===== src/rtl/sseg_pkg.sv =====
// Shared constants for the seven-segment scan display driver.
//   SEG_A..SEG_DP : bit positions inside the {dp,g,f,e,d,c,b,a} segment bus
//   HEX_GLYPH     : active-high g..a patterns for hex digits 0..F
//   MAX_DIGITS    : largest supported number of digit positions
package sseg_pkg;

  localparam int SEG_A  = 0;
  localparam int SEG_B  = 1;
  localparam int SEG_C  = 2;
  localparam int SEG_D  = 3;
  localparam int SEG_E  = 4;
  localparam int SEG_F  = 5;
  localparam int SEG_G  = 6;
  localparam int SEG_DP = 7;

  localparam int MAX_DIGITS = 8;

  localparam logic [6:0] HEX_GLYPH [16] = '{
    7'h3F, 7'h06, 7'h5B, 7'h4F, 7'h66, 7'h6D, 7'h7D, 7'h07,
    7'h7F, 7'h6F, 7'h77, 7'h7C, 7'h39, 7'h5E, 7'h79, 7'h71
  };

endpackage


===== src/rtl/sseg_hex_decoder.sv =====
// Combinational hex-to-seven-segment decoder, active-high output.
// Polarity inversion for the board pins is done by the caller.
//   i_nibble : hex digit 0..F
//   i_dp     : decimal point request
//   o_seg    : {dp,g,f,e,d,c,b,a}, 1 = segment lit
module sseg_hex_decoder
  import sseg_pkg::*;
(
  input  logic [3:0] i_nibble,
  input  logic       i_dp,
  output logic [7:0] o_seg
);

  always_comb begin
    o_seg              = 8'h00;
    o_seg[SEG_G:SEG_A] = HEX_GLYPH[i_nibble];
    o_seg[SEG_DP]      = i_dp;
  end

endmodule


===== src/rtl/sseg_scan_display.sv =====
// Time-multiplexed hex display driver. One digit is lit per refresh slot;
// the first cycle of each slot is a blank guard to stop ghosting between
// digits. Loaded values are parked in a pending buffer and only move into
// the displayed (shadow) value at a frame wrap, so a frame never mixes old
// and new digits.
//
// Optional build macro:
//   SSEG_LEADING_ZERO_BLANK_EN - blank segments of digits above the highest
//                                nonzero nibble (digit 0 always shown).
//
// Ports:
//   clk, reset      : clock, synchronous active-high reset
//   value, load     : value to show and its single-cycle capture strobe
//   dp              : per-digit decimal point, sampled live
//   enable          : 0 blanks the display and parks the scan at digit 0
//   sseg_indicator  : registered segment bus {dp,g,f,e,d,c,b,a}
//   digits          : registered one-hot digit enable
//   frame_done      : high on the last cycle of each full scan
module sseg_scan_display
  import sseg_pkg::*;
#(
  parameter int DIGITS      = 4,
  parameter int VALUE_W     = 16,
  parameter int REFRESH_DIV = 50000,
  parameter int ACTIVE_LOW  = 1
) (
  input  logic               clk,
  input  logic               reset,
  input  logic [VALUE_W-1:0] value,
  input  logic               load,
  input  logic [DIGITS-1:0]  dp,
  input  logic               enable,
  output logic [7:0]         sseg_indicator,
  output logic [DIGITS-1:0]  digits,
  output logic               frame_done
);

  localparam int SH_W  = 4 * DIGITS;
  localparam int IDX_W = (DIGITS > 1) ? $clog2(DIGITS) : 1;
  localparam int PW    = $clog2(REFRESH_DIV);

  localparam logic [PW-1:0]     PRESC_LAST = PW'(REFRESH_DIV - 1);
  localparam logic [IDX_W-1:0]  IDX_LAST   = IDX_W'(DIGITS - 1);
  localparam logic [7:0]        SEG_OFF    = (ACTIVE_LOW != 0) ? 8'hFF : 8'h00;
  localparam logic [DIGITS-1:0] DIG_OFF    = (ACTIVE_LOW != 0) ? '1 : '0;

  if (DIGITS < 1 || DIGITS > MAX_DIGITS) begin : g_bad_digits
    $error("sseg_scan_display: DIGITS out of range");
  end
  if (VALUE_W > SH_W) begin : g_bad_width
    $error("sseg_scan_display: VALUE_W exceeds 4*DIGITS");
  end
  if (REFRESH_DIV < 2) begin : g_bad_div
    $error("sseg_scan_display: REFRESH_DIV must be at least 2");
  end

  logic [PW-1:0]     r_presc;
  logic [IDX_W-1:0]  r_idx;
  logic [SH_W-1:0]   r_pending;
  logic              r_pending_valid;
  logic [SH_W-1:0]   r_shadow;
  logic [7:0]        r_sseg;
  logic [DIGITS-1:0] r_digits;

  logic              w_slot_end;
  logic              w_wrap;
  logic [SH_W-1:0]   w_value_ext;
  logic [3:0]        w_nibble;
  logic              w_dp;
  logic [7:0]        w_seg_hi;
  logic              w_lz_blank;
  logic [7:0]        w_seg_masked;
  logic [7:0]        w_seg_drive;
  logic [DIGITS-1:0] w_dig_hot;
  logic [DIGITS-1:0] w_dig_drive;

  assign w_slot_end  = (r_presc == PRESC_LAST);
  assign w_wrap      = w_slot_end && (r_idx == IDX_LAST);
  assign w_value_ext = SH_W'(value);
  assign w_nibble    = r_shadow[{r_idx, 2'b00} +: 4];
  assign w_dp        = dp[r_idx];

  sseg_hex_decoder u_hex_decoder (
    .i_nibble (w_nibble),
    .i_dp     (w_dp),
    .o_seg    (w_seg_hi)
  );

`ifdef SSEG_LEADING_ZERO_BLANK_EN
  // A digit is a leading zero when it and every nibble above it are zero.
  assign w_lz_blank = (r_idx != '0) && ((r_shadow >> {r_idx, 2'b00}) == '0);
`else
  assign w_lz_blank = 1'b0;
`endif

  assign w_seg_masked = w_lz_blank ? {w_seg_hi[SEG_DP], 7'b0} : w_seg_hi;
  assign w_seg_drive  = (ACTIVE_LOW != 0) ? ~w_seg_masked : w_seg_masked;
  assign w_dig_hot    = DIGITS'(1) << r_idx;
  assign w_dig_drive  = (ACTIVE_LOW != 0) ? ~w_dig_hot : w_dig_hot;

  assign frame_done = enable && !reset && w_wrap;

  always_ff @(posedge clk) begin
    if (reset) begin
      r_presc         <= '0;
      r_idx           <= '0;
      r_pending       <= '0;
      r_pending_valid <= 1'b0;
      r_shadow        <= '0;
      r_sseg          <= SEG_OFF;
      r_digits        <= DIG_OFF;
    end else if (!enable) begin
      r_presc  <= '0;
      r_idx    <= '0;
      r_sseg   <= SEG_OFF;
      r_digits <= DIG_OFF;
      // Nothing is being scanned, so a load can go straight to display.
      if (load) begin
        r_shadow        <= w_value_ext;
        r_pending_valid <= 1'b0;
      end
    end else begin
      if (w_slot_end) begin
        r_presc <= '0;
        r_idx   <= (r_idx == IDX_LAST) ? '0 : r_idx + IDX_W'(1);
      end else begin
        r_presc <= r_presc + PW'(1);
      end

      // A load landing on the wrap itself beats any older pending value.
      if (w_wrap) begin
        if (load) begin
          r_shadow <= w_value_ext;
        end else if (r_pending_valid) begin
          r_shadow <= r_pending;
        end
        r_pending_valid <= 1'b0;
      end else if (load) begin
        r_pending       <= w_value_ext;
        r_pending_valid <= 1'b1;
      end

      if (r_presc == '0) begin
        r_sseg   <= SEG_OFF;
        r_digits <= DIG_OFF;
      end else begin
        r_sseg   <= w_seg_drive;
        r_digits <= w_dig_drive;
      end
    end
  end

  assign sseg_indicator = r_sseg;
  assign digits         = r_digits;

endmodule


===== config.mk =====
export PLATFORM = sky130hd
export DESIGN_NAME = sseg_scan_display
export DESIGN_NICKNAME = d
export VERILOG_FILES = /design/src/rtl/sseg_pkg.sv /design/src/rtl/sseg_hex_decoder.sv /design/src/rtl/sseg_scan_display.sv
export SDC_FILE = /design/constraint.sdc
export NUM_CORES = 1
export LEC_CHECK = 0
export ABC_AREA = 1
export CORE_UTILIZATION = 51
export CTS_CLUSTER_DIAMETER = 150
export CTS_CLUSTER_SIZE = 40
export DETAILED_ROUTE_END_ITERATION = 8
export PLACE_DENSITY = 0.81
export SETUP_SLACK_MARGIN = 0.5
export SYNTH_ARGS = -nofsm -noshare
export SYNTH_HDL_FRONTEND = slang
export SYNTH_SLANG_ARGS = --single-unit

===== constraint.sdc =====
create_clock -name clk -period 1.7 [get_ports clk]
set_input_delay 0.255 -clock clk [delete_from_list [all_inputs] [get_ports clk]]
set_output_delay 0.255 -clock clk [all_outputs]
set_load 0.05 [all_outputs]

; Word-level counts from Yosys, hierarchy flattened
; Memories as Yosys holds them, arrays and structs flattened.
; Index checks and enable logic that the tools add are counted.
[word_totals]
register_bits = 63
mem_bits_ro = 112
input_bits = 24
wordCells = 50
mem_count = 1
[memory_table]
columns = name, depth, word_bits, rd, rd_ports_with_merged_regs, write_ports, line_no
row1 = (name not given), 16, 7, 1, 0, 0, sseg_hex_decoder.sv:16  ; o_seg[SEG_G:SEG_A] = HEX_GLYPH[i_nibble];
[op_classes]
addsub = 2
magnitude_cmp = 2
n_eq_ne = 4
shifts = 2
n_mux = 14
bitwise_logic = 5
n_reduce_logical = 13
[op_table]
columns = op, n
row1 = 16-bit two-way mux, 5
row2 = 16-bit by 1-bit adder with 16-bit output (second input constant), 1
row3 = 16-bit equality test (second input constant), 1
row4 = 16-bit logical NOT, 1
row5 = 16-bit by 5-bit variable part select with 4-bit output, 1
row6 = 7-bit two-way mux, 2
row7 = 8-bit inverter, 1
row8 = 3-bit AND reduction, 2
row9 = 3-bit OR reduction, 2
row10 = 5-bit greater-or-equal comparator (second input constant), 1
row11 = 1-bit two-way mux, 5
row12 = 4-bit inverter with 5-bit output, 1
row13 = 4-bit inverter, 1
row14 = 2-bit nonzero test, 2
row15 = 1-bit by 2-bit left shift with 4-bit output (first input constant), 1
row16 = 1-bit logical AND, 3
row17 = 2-bit by 3-bit < comparator with 1-bit output (second input constant), 1
row18 = 3-bit != test (second input constant), 1
row19 = 2-bit by 1-bit adder with 2-bit output (second input constant), 1
row20 = 1-bit binary-select mux with 2-bit select, 1
row21 = 2-bit equality test (second input constant), 1
row22 = 2-bit two-way mux, 1
row23 = 2-bit by 1-bit != test with 1-bit output (second input constant), 1
row24 = 1-bit inverter, 2
row25 = other kinds (3), 3

; Longest topological paths before layout
[depth]
word_depth = 6
ltp_mapped = 11
mapped_depth_nobuf = 10

; Cells and area by module
; A second synthesis with hierarchy kept.
[hier_totals]
cells_unflattened = 488
hier_area_um2 = 3304.4
[modules_own_cells]
columns = mod, n_inst, cells_each, area_per_inst_um2, seq_area_each_um2
row1 = sseg_scan_display, 1, 435, 3026.7, 1261.2
row2 = sseg_hex_decoder, 1, 53, 277.8, 0.0

; Worst setup path before layout
; Ideal clock, no wire load.
[synth_path]
kind = register to output
start = reg r_presc[0]
end = out frame_done
arrival_time_ps = 2014
slack_ps = -569
stages_incl_launch_ff = 6
n_path_buf = 0
path_cell_list = dfxtp_1 -> ha_1 -> nand3_2 -> nor2_1 -> nand3_4 -> nor3_1
[synth_via]
elab_chain_cells = 3
[synth_lines]
columns = element, line_no
row1 = from (decl), sseg_scan_display.sv:57  ; logic [PW-1:0] r_presc;
row2 = from (signal assigned), sseg_scan_display.sv:127  ; r_presc <= r_presc + PW'(1);
row3 = 16-bit equality test, sseg_scan_display.sv:77  ; assign w_slot_end = (r_presc == PRESC_LAST);
row4 = 1-bit logical AND, sseg_scan_display.sv:78  ; assign w_wrap = w_slot_end && (r_idx == IDX_LAST);
row5 = 1-bit logical AND, sseg_scan_display.sv:101  ; assign frame_done = enable && !reset && w_wrap;
row6 = to (decl), sseg_scan_display.sv:35  ; output logic frame_done
; No other way between the ends.

; Final worst setup path
[layout_path]
start = reg r_presc[1]
end = out frame_done
; Same word-level chain as after synthesis.

==> qor.yml <==
outcome: "finished with violations"
violations: "setup timing"
clkSinkCount: 63
port_buffers: 36
rows: 29
relSlewSlack_pct: 63.5
min_period_ns: 1.74
synthSimpleGateAreaFrac_pct: 34.3
ant_nets: 0
area_delta_synth_final_pct: 44.3
dp_slack_ns: 0.00126
initial_core_util_pct: 52.8
die_y_um: 83.1
boundaryPins: 37
synth_async_sr_flop_share_pct: 0
die_w_um: 83.1
worstPathArrival_ns: 1.48
final_layout_size_suffix_gt1_share_pct: 33.9
grt_pass1_vias: 3427
viasPerCell: 5.61
grt_pass1_wl_mm: 15.7
cts.reportedPaths.clkPinSlew_ns: 0.07
grt_max_degree: 33
reg2reg_depth: 11
die_area_um2: 6900
setup_tns_ns: -0.0376
coreArea_um2: 6350
synth_edf_count: 0
syn-cell-area_um2: 3350
antenna_found_initial: 0
crit_type: "register to primary output"
synth.distinct_cells: 35
drv_cap: 0
vias: 3591
htree_levels: 3
synth_nets: 523
path_max_fanout: 2
slew_violations: 0
place_area_um2: 3940
syn_inst: 487
first_pass_iters: 5
p_leak_nw: 2.07
gp_congestion: 0.823
hold_viol: 0
drc: 0
fin_skew_ns: 0.0118
final_area_um2: 4840
final-setup-viol-count: 2
synth_seq_cells: 63
synth-compound-area-share_pct: 11.0
cts_tree: "done"
hpwlAfterDp_mm: 4.66
rsz0062_at_grt: "true"
grt_overflow: 0
hp-class: "register to register"
yosysTopAreaCellShare_pct: 37.6
totalWireLength_mm: 10.0
fmax_mhz: 576
ys_seq_area_share_pct: 37.6
cts_made_buffers: 9
synth_top_family_by_area: "simple AND/OR/NAND/NOR gates"
wl_per_cell_um: 15.7
track_usage_pct: 28.2
antenna_cells: 0
hold_buffers: 0
finalCritPeriodShare_pct: 102
synth_most_common_cell: "nand2_1"
cp.required_ns: 1.44
ys.warnings.count: 0
ys_top_cells_by_area: "dfxtp_1, nand2_1, nor2_1"
vdd_ir_drop_max_uv: 587
synth_xor_area_share_pct: 0.784
power_density_nw_per_um2: 794
root_buffer: "clkbuf_8"
synth-main-ff-cell: "dfxtp_1"
yosysTopAreaCell: "dfxtp_1"
final_nets: 594
drt_iter0_drc: 202
synth_fa_ha_area_share_pct: 4.48
fin_util_pct: 76.2
tightest_slew_ns: 0.543
clk_latency_ns: 0.35
synth_area_per_cell_um2: 6.89
cp-start-kind: "register"
synthMuxAreaShare_pct: 0
holdPathStages: 2
setup_ws_ns: -0.0360
crit_path_end_kind: "primary output"
cts.path.max_buffers: 2
ys_top_cells_by_count: "nand2_1, nor2_1, dfxtp_1"
-- final cells by class --
type,count,area [µm²]
clock buffers,12,176
multi-input cells,346,2220
flip-flops and latches,63,1280
fillers,412,1510
clock inverters,4,73.8
inverters,66,264
well taps,77,96.3
repair buffers,72,722
-- cells in the final DEF (no fill, tap or decap), types with 5 or more instances in the layout --
cell              n
buf_2             7
nand3_4          11
nor2_1           72
inv_2             5
nand2_1          85
a21oi_1          22
nand2_4           6
nand3_1          12
nand3_2          18
buf_12            7
o21ai_1          15
clkdlybuf4s50_1  23
inv_1            57
o21ai_0           8
nor2_4            6
clkbuf_8         11
o21ai_2           5
ha_4              6
buf_6             9
a21oi_2           6
buf_4            22
nand2_2          34
dfxtp_2           9
dfxtp_1          52
-- report_power, final --
group	leakage (nW)	internal, W	switching (W)	total [W]
Clock	0.128	0.000995	0.000620	0.00162
Sequential	0.522	0.00154	0.0000308	0.00157
Combinational	1.42	0.000264	0.000391	0.000656
Total	2.07	0.00280	0.00104	0.00384
-- worst max-delay path, cell delays in order, from the launching register on --
cell and delay, ns:
dfxtp_4 0.36, ha_4 0.15, nand3_4 0.07, nor2_4 0.13, nand3_4 0.10, nor3_4 0.15
buf_12 0.16
-- flip-flops by register name, indices dropped and copies added (netlist names) --
signal,count
r_pending,16
r_presc,16
r_shadow,16
sseg_indicator,8
digits,4
r_idx,2
r_pending_valid,1
-- worst paths after layout --
check	endpoint	slack (ns)	from
worst max-delay path	frame_done	-0.04	r_presc[1]$_SDFF_PP0_
worst min-delay path	r_presc[9]$_SDFF_PP0_	0.48	r_presc[9]$_SDFF_PP0_
worst max register to register	r_shadow[12]$_SDFFE_PP0P_	0	r_presc[1]$_SDFF_PP0_
worst min register to register	r_presc[9]$_SDFF_PP0_	0.48	r_presc[9]$_SDFF_PP0_
-- stage by stage --
| step | total power, W | hold WS [ns] | instances |
|---|---|---|---|
| 2_1_floorplan | 0.00196 | 0.317 | 487 |
| 3_3_place_gp | 0.00208 | 0.445 | 590 |
| 3_5_place_dp | 0.00209 | 0.446 | 590 |
| 4_1_cts | 0.00373 | 0.487 | 633 |
| 5_1_grt | 0.00398 | 0.490 | 640 |
| 6_report | 0.00384 | 0.478 | 640 |
-- cell families (layout without fill, tap and decap cells) --
| logic type | Yosys count | in the layout |
|---|---|---|
| simple gates | 256 | 263 |
| fa+ha+maj | 12 | 12 |
| flops | 63 | 63 |
| xor+xnor | 3 | 3 |
| buf+inv | 85 | 154 |
| compound gates | 68 | 68 |
-- layer usage --
layer	track usage, %	routed length (µm)	vias up
met1	31.2	3860	1648
li1	-	-	1682
met4	12.2	310	0
met3	6.06	615	48
met5	0	0	-
met2	51.5	5260	213
-- repair_timing --
action,in CTS,in global routing
setup buffers,19,6
resized for setup,102,49
setup endpoints to repair,74,67
gates cloned,8,1
pin swaps,19,11
endpoints found under the hold margin,0,0
Note: power is estimated with default switching activity, not from simulation.
